==> config.mk <==
export PLATFORM = sky130hd
export DESIGN_NAME = gpp_stack_unit
export DESIGN_NICKNAME = d
export VERILOG_FILES = /design/src/rtl/gpp_stack_unit.sv
export SDC_FILE = /design/constraint.sdc
export NUM_CORES = 1
export LEC_CHECK = 0
export ABC_CLOCK_PERIOD_IN_PS = 4960
export BUFFER_PORTS_ARGS = -buffer_cell sky130_fd_sc_hd__buf_2
export CORE_MARGIN = 8
export CORE_UTILIZATION = 39
export DETAILED_ROUTE_END_ITERATION = 8
export GPL_TIMING_DRIVEN = 0
export SYNTH_ARGS = -nofsm -noshare
export SYNTH_HDL_FRONTEND = slang
export SYNTH_SLANG_ARGS = --single-unit
==> constraint.sdc <==
create_clock -name clk -period 4.96 [get_ports clk]
set_clock_uncertainty 0.1 [all_clocks]
set_input_delay 0.248 -clock clk [delete_from_list [all_inputs] [get_ports clk]]
set_output_delay 0.248 -clock clk [all_outputs]
set_load 0.01 [all_outputs]
==> src/rtl/gpp_stack_unit.sv <==
// gpp_stack_unit: dedicated LIFO stack for the gpp_calc core.
// Push/pop/replace-top per cycle, occupancy status, sticky overflow and
// underflow flags, and a multi-cycle scrub that zeroes every entry.
module gpp_stack_unit #(
    parameter int DATA_W    = 16,
    parameter int DEPTH     = 16,
    parameter int AF_THRESH = DEPTH - 2
) (
    input  logic                     clk,
    input  logic                     rst,
    input  logic                     push,
    input  logic                     pop,
    input  logic [DATA_W-1:0]        din,
    input  logic                     scrub,
    input  logic                     err_clr,
    output logic [DATA_W-1:0]        dout,
    output logic                     dout_valid,
    output logic [$clog2(DEPTH):0]   count,
    output logic                     empty,
    output logic                     full,
    output logic                     almost_full,
    output logic                     overflow,
    output logic                     underflow,
    output logic                     busy
);

    localparam int PTR_W = $clog2(DEPTH);
    localparam int CNT_W = PTR_W + 1;
    localparam logic [CNT_W-1:0] DEPTH_CNT = CNT_W'(DEPTH);
    localparam logic [CNT_W-1:0] AF_CNT    = CNT_W'(AF_THRESH);
    localparam logic [PTR_W-1:0] LAST_IDX  = PTR_W'(DEPTH - 1);

    typedef enum logic {
        READY = 1'b0,
        SCRUB = 1'b1
    } state_t;

    // Storage is deliberately left unreset so it maps onto block RAM.
    logic [DATA_W-1:0] mem [DEPTH];

    state_t            state_reg, state_next;
    logic [CNT_W-1:0]  count_reg, count_next;
    logic [PTR_W-1:0]  idx_reg, idx_next;
    logic [DATA_W-1:0] dout_reg;
    logic              dout_valid_reg;
    logic              overflow_reg;
    logic              underflow_reg;

    // Per-cycle decode results
    logic              wr_en;
    logic [PTR_W-1:0]  wr_addr;
    logic [DATA_W-1:0] wr_data;
    logic              rd_en;
    logic              ovf_set;
    logic              unf_set;

    // Derived pointers: write pointer is count, top of stack is count-1.
    logic [CNT_W-1:0]  count_inc;
    logic [CNT_W-1:0]  count_dec;
    logic [PTR_W-1:0]  push_addr;
    logic [PTR_W-1:0]  top_addr;

    assign count_inc = count_reg + CNT_W'(1);
    assign count_dec = count_reg - CNT_W'(1);
    assign push_addr = count_reg[PTR_W-1:0];
    assign top_addr  = count_dec[PTR_W-1:0];

    // Status flags straight from the occupancy register.
    assign empty       = (count_reg == '0);
    assign full        = (count_reg == DEPTH_CNT);
    assign almost_full = (count_reg >= AF_CNT);
    assign busy        = (state_reg == SCRUB);

    assign count      = count_reg;
    assign dout       = dout_reg;
    assign dout_valid = dout_valid_reg;
    assign overflow   = overflow_reg;
    assign underflow  = underflow_reg;

    // State register.
    always_ff @(posedge clk or negedge rst) begin
        if (!rst) begin
            state_reg <= READY;
        end else begin
            state_reg <= state_next;
        end
    end

    // Next-state and operation decode; scrub wins over push/pop in READY.
    always_comb begin
        state_next = state_reg;
        count_next = count_reg;
        idx_next   = idx_reg;
        wr_en      = 1'b0;
        wr_addr    = push_addr;
        wr_data    = din;
        rd_en      = 1'b0;
        ovf_set    = 1'b0;
        unf_set    = 1'b0;
        case (state_reg)
            READY: begin
                if (scrub) begin
                    state_next = SCRUB;
                    count_next = '0;
                    idx_next   = '0;
                end else begin
                    case ({push, pop})
                        2'b10: begin
                            if (!full) begin
                                wr_en      = 1'b1;
                                count_next = count_inc;
                            end else begin
                                ovf_set = 1'b1;
                            end
                        end
                        2'b01: begin
                            if (!empty) begin
                                rd_en      = 1'b1;
                                count_next = count_dec;
                            end else begin
                                unf_set = 1'b1;
                            end
                        end
                        2'b11: begin
                            if (!empty) begin
                                // Replace-top: old top goes out, din takes its slot.
                                rd_en   = 1'b1;
                                wr_en   = 1'b1;
                                wr_addr = top_addr;
                            end else begin
                                // Nothing to pop: degrade to a plain push.
                                wr_en      = 1'b1;
                                count_next = count_inc;
                            end
                        end
                        default: ;
                    endcase
                end
            end
            SCRUB: begin
                wr_en    = 1'b1;
                wr_addr  = idx_reg;
                wr_data  = '0;
                idx_next = idx_reg + PTR_W'(1);
                if (idx_reg == LAST_IDX) begin
                    state_next = READY;
                end
            end
            default: state_next = READY;
        endcase
    end

    // Occupancy, scrub index, pop data and error flags.
    always_ff @(posedge clk or negedge rst) begin
        if (!rst) begin
            count_reg      <= '0;
            idx_reg        <= '0;
            dout_reg       <= '0;
            dout_valid_reg <= 1'b0;
            overflow_reg   <= 1'b0;
            underflow_reg  <= 1'b0;
        end else begin
            count_reg      <= count_next;
            idx_reg        <= idx_next;
            dout_valid_reg <= rd_en;
            if (rd_en) begin
                dout_reg <= mem[top_addr];
            end
            // A new error in the same cycle as err_clr keeps the flag set.
            if (ovf_set) begin
                overflow_reg <= 1'b1;
            end else if (err_clr) begin
                overflow_reg <= 1'b0;
            end
            if (unf_set) begin
                underflow_reg <= 1'b1;
            end else if (err_clr) begin
                underflow_reg <= 1'b0;
            end
        end
    end

    // Storage write port; suppressed while reset is held.
    always_ff @(posedge clk) begin
        if (wr_en && rst) begin
            mem[wr_addr] <= wr_data;
        end
    end

endmodule

### After elaboration in Yosys (flattened, before gate mapping)

Memory sizes are Yosys's and may differ from the RTL's. A register that Yosys moved wholly into a read port is not among the register bits.
Cells that the tools add are included.

* register bits after elaboration: 13
* RAM bits: 256
* input port bits: 22
* word-level logic and storage cells: 65
* memories kept: 1

Memory list
* mem: words 16, width 16, read ports 1, clocked after Yosys merged registers in 1, write ports 1, line 39 `logic [DATA_W-1:0] mem [DEPTH];`

* add/sub/neg operators: 3
* $lt $le $gt $ge: 1
* eq/ne operators: 9
* multiplexer cells: 36
* bitwise logic cells: 1
* reduce and logical (&&, ||, !) cells: 8

Operator list (number)
* two-way mux 1 bit: 21
* two-way mux 5 bit: 4
* two-way mux 16 bit: 1
* two-way mux 4 bit: 4
* one-hot mux 4 bit (2 select lines): 2
* one-hot mux 5 bit (3 select lines): 1
* != test 3 bit, second input constant: 3
* one-hot mux 1 bit (2 select lines): 3
* adder 5 x 1 -> 5 bit, second input constant: 1
* equality test 5 bit, second input constant: 1
* >= comparator 5 x 4 -> 1 bit, second input constant: 1
* zero test 5 bit: 1
* AND reduction 5 bit: 1
* subtractor 5 x 1 -> 5 bit, second input constant: 1
* adder 4 x 1 -> 4 bit, second input constant: 1
* equality test 2 bit, second input constant: 2
* equality test 4 bit, second input constant: 1
* nonzero test 2 bit: 2
* nonzero test 4 bit: 1
* equality test 2 x 1 -> 1 bit, second input constant: 1
* != test 2 bit, second input constant: 1
* OR reduction 2 bit: 1
* logical AND 1 bit: 1
* zero test 1 bit: 1
* inverter 1 bit: 1

### Logic depth before layout (Yosys ltp)

* depth in word-level cells: 8
* gate-level depth with buffers: 10

### Worst setup path before layout

OpenSTA, ideal clock, no wires.

* kind: register to register
* start point: register count_reg[0] (netlist: count[0])
* end point: memory mem[13][0] (enable)
* setup time: 0.430 ns
* arrival: 3.729 ns
* data required time: 4.430 ns
* setup slack: 0.701 ns
* stages on the path, launching flop included: 11
* cells stage by stage: dfrtp_1 buf_2 inv_1 ha_1 or4b_4 buf_6 clkinv_8 nor4_2 or4b_1 buf_2 nor4_1

* elaborated cells on any way between the ends: 14
* classes of those cells: add/sub: 1; eq/ne: 1; mux: 10; reduce/logical: 2

RTL lines
* start: declaration: line 42 `logic [CNT_W-1:0] count_reg, count_next;`
* start signal: assignment: line 163 `count_reg <= count_next;`
* zero test 5 bit: line 69 `assign empty = (count_reg == '0);`
* via empty: line 19 `output logic empty,`
* two-way mux 4 bit: line 125 `if (!empty) begin`
* two-way mux 4 bit: line 107 `case ({push, pop})`
* two-way mux 4 bit: line 102 `if (scrub) begin`
* one-hot mux 4 bit (2 select lines): line 100 `case (state_reg)`
* end: declaration: line 39

The timed path passes the listed nets, and every way through them passes these cells.

### Worst setup path in the final report

* start point: register count_reg[0] (netlist: count[0])
* end point: memory mem[8][5] (enable)

* cells in the longest elaborated chain, start to end: 8
* elaborated cells on any way between the ends: 14
* classes of those cells: add/sub: 1; eq/ne: 1; mux: 10; reduce/logical: 2

Ends and longest elaborated chain
* equality test 5 bit: line 70 `assign full = (count_reg == DEPTH_CNT);`
* two-way mux 1 bit: line 109 `if (!full) begin`
* one-hot mux 1 bit (2 select lines): line 107
* two-way mux 1 bit: line 102
* one-hot mux 1 bit (2 select lines): line 100
* logical AND 1 bit: line 185 `if (wr_en && rst) begin`
* two-way mux 1 bit: line 185
* two-way mux 1 bit (not written as such): line 186 `mem[wr_addr] <= wr_data;`

Several ways; a longest one is shown, not always the timed one.

==> impl_metrics.toml <==
[sta]
hold_violations = 0
timing.hold.ws_ns = 0.0337
min_period_over_period = 0.882
worst_pin_slew_ns = 1.13
fmax_mhz = 229
rsz0062_at_grt = "no"
max_slew_margin = 0.247
setup_slack_ns = 0.586
setup_viol = 0
drv_slew = 0
final.min_clock_period_ns = 4.37

[critical_path]
timing.rr.start = "count[0]"
crit_start = "count[0]"
r2r_slack_ns = 0.59
crit_required_ns = 5.10
worstSetupEndpointType = "register"
critPathLaunchType = "register"
path_class = "reg -> reg"
worst_r2r_path_depth = 9
cp.arrival_ns = 4.51
crit_fanout = 10
r2r_end = "mem[8][5]"

[grt]
grt_pass1_wl_um = 39900
grt_max_degree = 31
antenna_found_initial = 1
grtUsageTotal = 0.150
grt_overflow_total = 0
grt_pass1_vias = 6378

[logic_synthesis]
syn_nets = 598
synth_top_family_by_area = "multiplexers"
synth-main-ff-cell = "edfxtp_1"
synth_seq_area_share = 0.738
ys_async_sr_fraction = 0.102
syn_inst = 571
syn_area_per_cell_um2 = 20.0
synth.cell_area_um2 = 11400
synth_fa_ha_area_frac = 0.00549
ys_ff_latch = 285
synth_xor_area_frac = 0.00384
synth_cell_types = 53
synth-simple-area-share = 0.0450
synth_edf_count = 256
synth-compound-area-share = 0.0344
muxShareOfSynthArea = 0.156
yosysWarnings = 0

[status]
status = "finished clean"

[floorplan]
coreArea_um2 = 28800
pin_count = 50
die-height_um = 187
dieArea_um2 = 34900
start_util = 0.396
rows = 62
fp.dieW_um = 187

[final_layout]
final_core_util = 0.467
area_delta_synth_final_pct = 17.8
finalNetCount = 714
drive_above_1_share = 0.323
largest_register_ffs = 256

[clock_tree]
htree_levels = 1
path_clk_slew_ns = 0.06
cts_buffer_depth = 3
cts_root_buffer = "clkbuf_16"
clk_latency_ns = 0.54
cts_tree = "done"
cts_num_sinks = 285
numCtsBuffers = 28

[min_path]
holdPathStages = 3
min_delay_worst_endpoint = "count[1]"
min_path_type = "in -> reg"
hp-start = "scrub"

[power_and_ir_drop]
peakVddDrop_mv = 0.372
cellLeakagePower_uw = 0.00463
swShare = 0.340
cellPowerDensity_nw_per_um2 = 621
p_seq_frac = 0.394
internal_power_uw = 5500
p_total_uw = 8340
pwr-share-comb = 0.368
clockPowerShare = 0.239
power_switching_uw = 2830

[detailed_routing]
drtIter0Drc = 361
drt-vias-per-instance = 5.46
routed-via-count = 5971
drtPass1Iterations = 5
finalWirelength_um = 26300
antenna_left = 0
drc_errors = 0
post_drt_wl_per_cell_um = 24.0

[place]
dpl.hpwl_um = 18300
place_ws_ns = 0.218
place_congestion = 0.818
port-buffer-count = 48

[run]
cap_violations = 0
[routing by layer]
layer / part of all wire / track usage / vias to the layer above
met5: 0 / 0 / -
met4: 0.023 / 0.0428 / 0
met3: 0.053 / 0.0263 / 45
met2: 0.52 / 0.264 / 176
met1: 0.40 / 0.186 / 3135
li1: - / - / 2615
[worst max-delay path by stage]
stage	cells past startpoint	to
finish	9	mem[8][5]
global route	10	mem[12][5]
CTS	10	mem[13][5]
detailed placement	10	mem[13][5]
global placement	8	mem[0][6]
floorplan	10	mem[13][0]
[through the flow]
| stage | area [um^2] | cells | setup TNS (ns) |
|---|---|---|---|
| final | 13400 | 1094 | 0 |
| after global routing | 13400 | 1094 | 0 |
| after CTS | 13400 | 1093 | 0 |
| after detailed placement | 12500 | 1038 | 0 |
| after global placement | 12100 | 1003 | -423.45 |
| after floorplan | 11400 | 571 | 0 |
[synth_stat cells, types with 2 or more instances]
| library cell | count | area share |
|---|---|---|
| nor3b_1 | 2 | 0.0013 |
| a21o_1 | 2 | 0.0013 |
| o221ai_1 | 16 | 0.012 |
| clkbuf_1 | 16 | 0.0053 |
| nor2b_1 | 20 | 0.011 |
| a211oi_1 | 2 | 0.0013 |
| o21ai_0 | 2 | 0.00088 |
| nor3_1 | 3 | 0.0013 |
| dfrtp_1 | 29 | 0.064 |
| buf_6 | 2 | 0.0020 |
| o31ai_1 | 2 | 0.0013 |
| nand2b_1 | 3 | 0.0016 |
| a21oi_1 | 7 | 0.0031 |
| a41oi_1 | 2 | 0.0015 |
| nand4_1 | 2 | 0.0011 |
| o31a_1 | 2 | 0.0015 |
| o32ai_1 | 2 | 0.0015 |
| nand3_1 | 5 | 0.0022 |
| mux4_2 | 64 | 0.13 |
| nand2_1 | 20 | 0.0066 |
| nand3b_1 | 2 | 0.0013 |
| edfxtp_1 | 256 | 0.67 |
| inv_1 | 10 | 0.0033 |
| nor4_1 | 16 | 0.0088 |
| a22oi_1 | 2 | 0.0013 |
| mux2i_1 | 32 | 0.028 |
| buf_2 | 11 | 0.0048 |
| xnor2_1 | 3 | 0.0023 |
| buf_1 | 2 | 0.00066 |
| ha_1 | 5 | 0.0055 |
| nor2_1 | 6 | 0.0020 |
| xor2_1 | 2 | 0.0015 |
[cell type report]
type / count / area, um^2
Antenna cell: 1 / 2.50
Buffer: 31 / 146
Clock buffer: 35 / 757
Clock inverter: 17 / 115
Fill cell: 2379 / 15400
Inverter: 11 / 53.8
Multi-Input combinational cell: 244 / 2910
Sequential cell: 285 / 8410
Tap cell: 384 / 480
Timing Repair Buffer: 86 / 548
[power groups by stage]
stage               Sequential, uW  Combinational (uW)  Clock [uW]
global route                  3320                3270        2120
detailed placement            3330                3070           0
CTS                           3290                3080        2010
floorplan                     3320                1960           0
global placement              3340                2830           0
finish                        3280                3060        1990
[logic make-up after synthesis]
kind of cell,count (synthesis)
adder cells (fa/ha/maj),5
multiplexers,97
XOR/XNOR,5
flip-flops,285
buffers and inverters,42
AO/OA/AOI/OAI,49
AND/OR/NAND/NOR,88
[worst max-delay path, stage by stage, from the launching register on]
cell      delay, ns
dfrtp_1        0.39
buf_2          0.23
inv_1          0.14
ha_1           0.37
clkbuf_1       0.53
clkbuf_2       0.51
nand4_1        0.23
o311a_1        0.31
nor4_2         0.93
buf_4          0.32
[cells in the final DEF (no fill, tap or decap), types with 3 or more instances in the layout]
master,n
edfxtp_1,256
mux4_2,64
buf_2,59
mux2i_1,32
buf_4,31
dfrtp_1,29
clkbuf_16,28
nor2b_1,20
nand2_1,20
clkbuf_1,19
nor4_2,16
o221ai_1,16
inv_1,10
a21oi_1,7
clkinv_2,7
clkinv_1,7
buf_6,6
nor2_1,6
nand3_1,5
ha_1,5
nand2b_1,3
nor3_1,3
xnor2_1,3
clkbuf_8,3
dlygate4sd3_1,3
[repair_timing]
item / in CTS / in global routing
hold buffers: 3 / 0
buffers inserted: 0 / 0
setup endpoints to repair: 0 / 12
gates resized for setup: 0 / 4
hold endpoints to repair: 31 / 0
No activity file was read; power rests on OpenSTA's default activity.
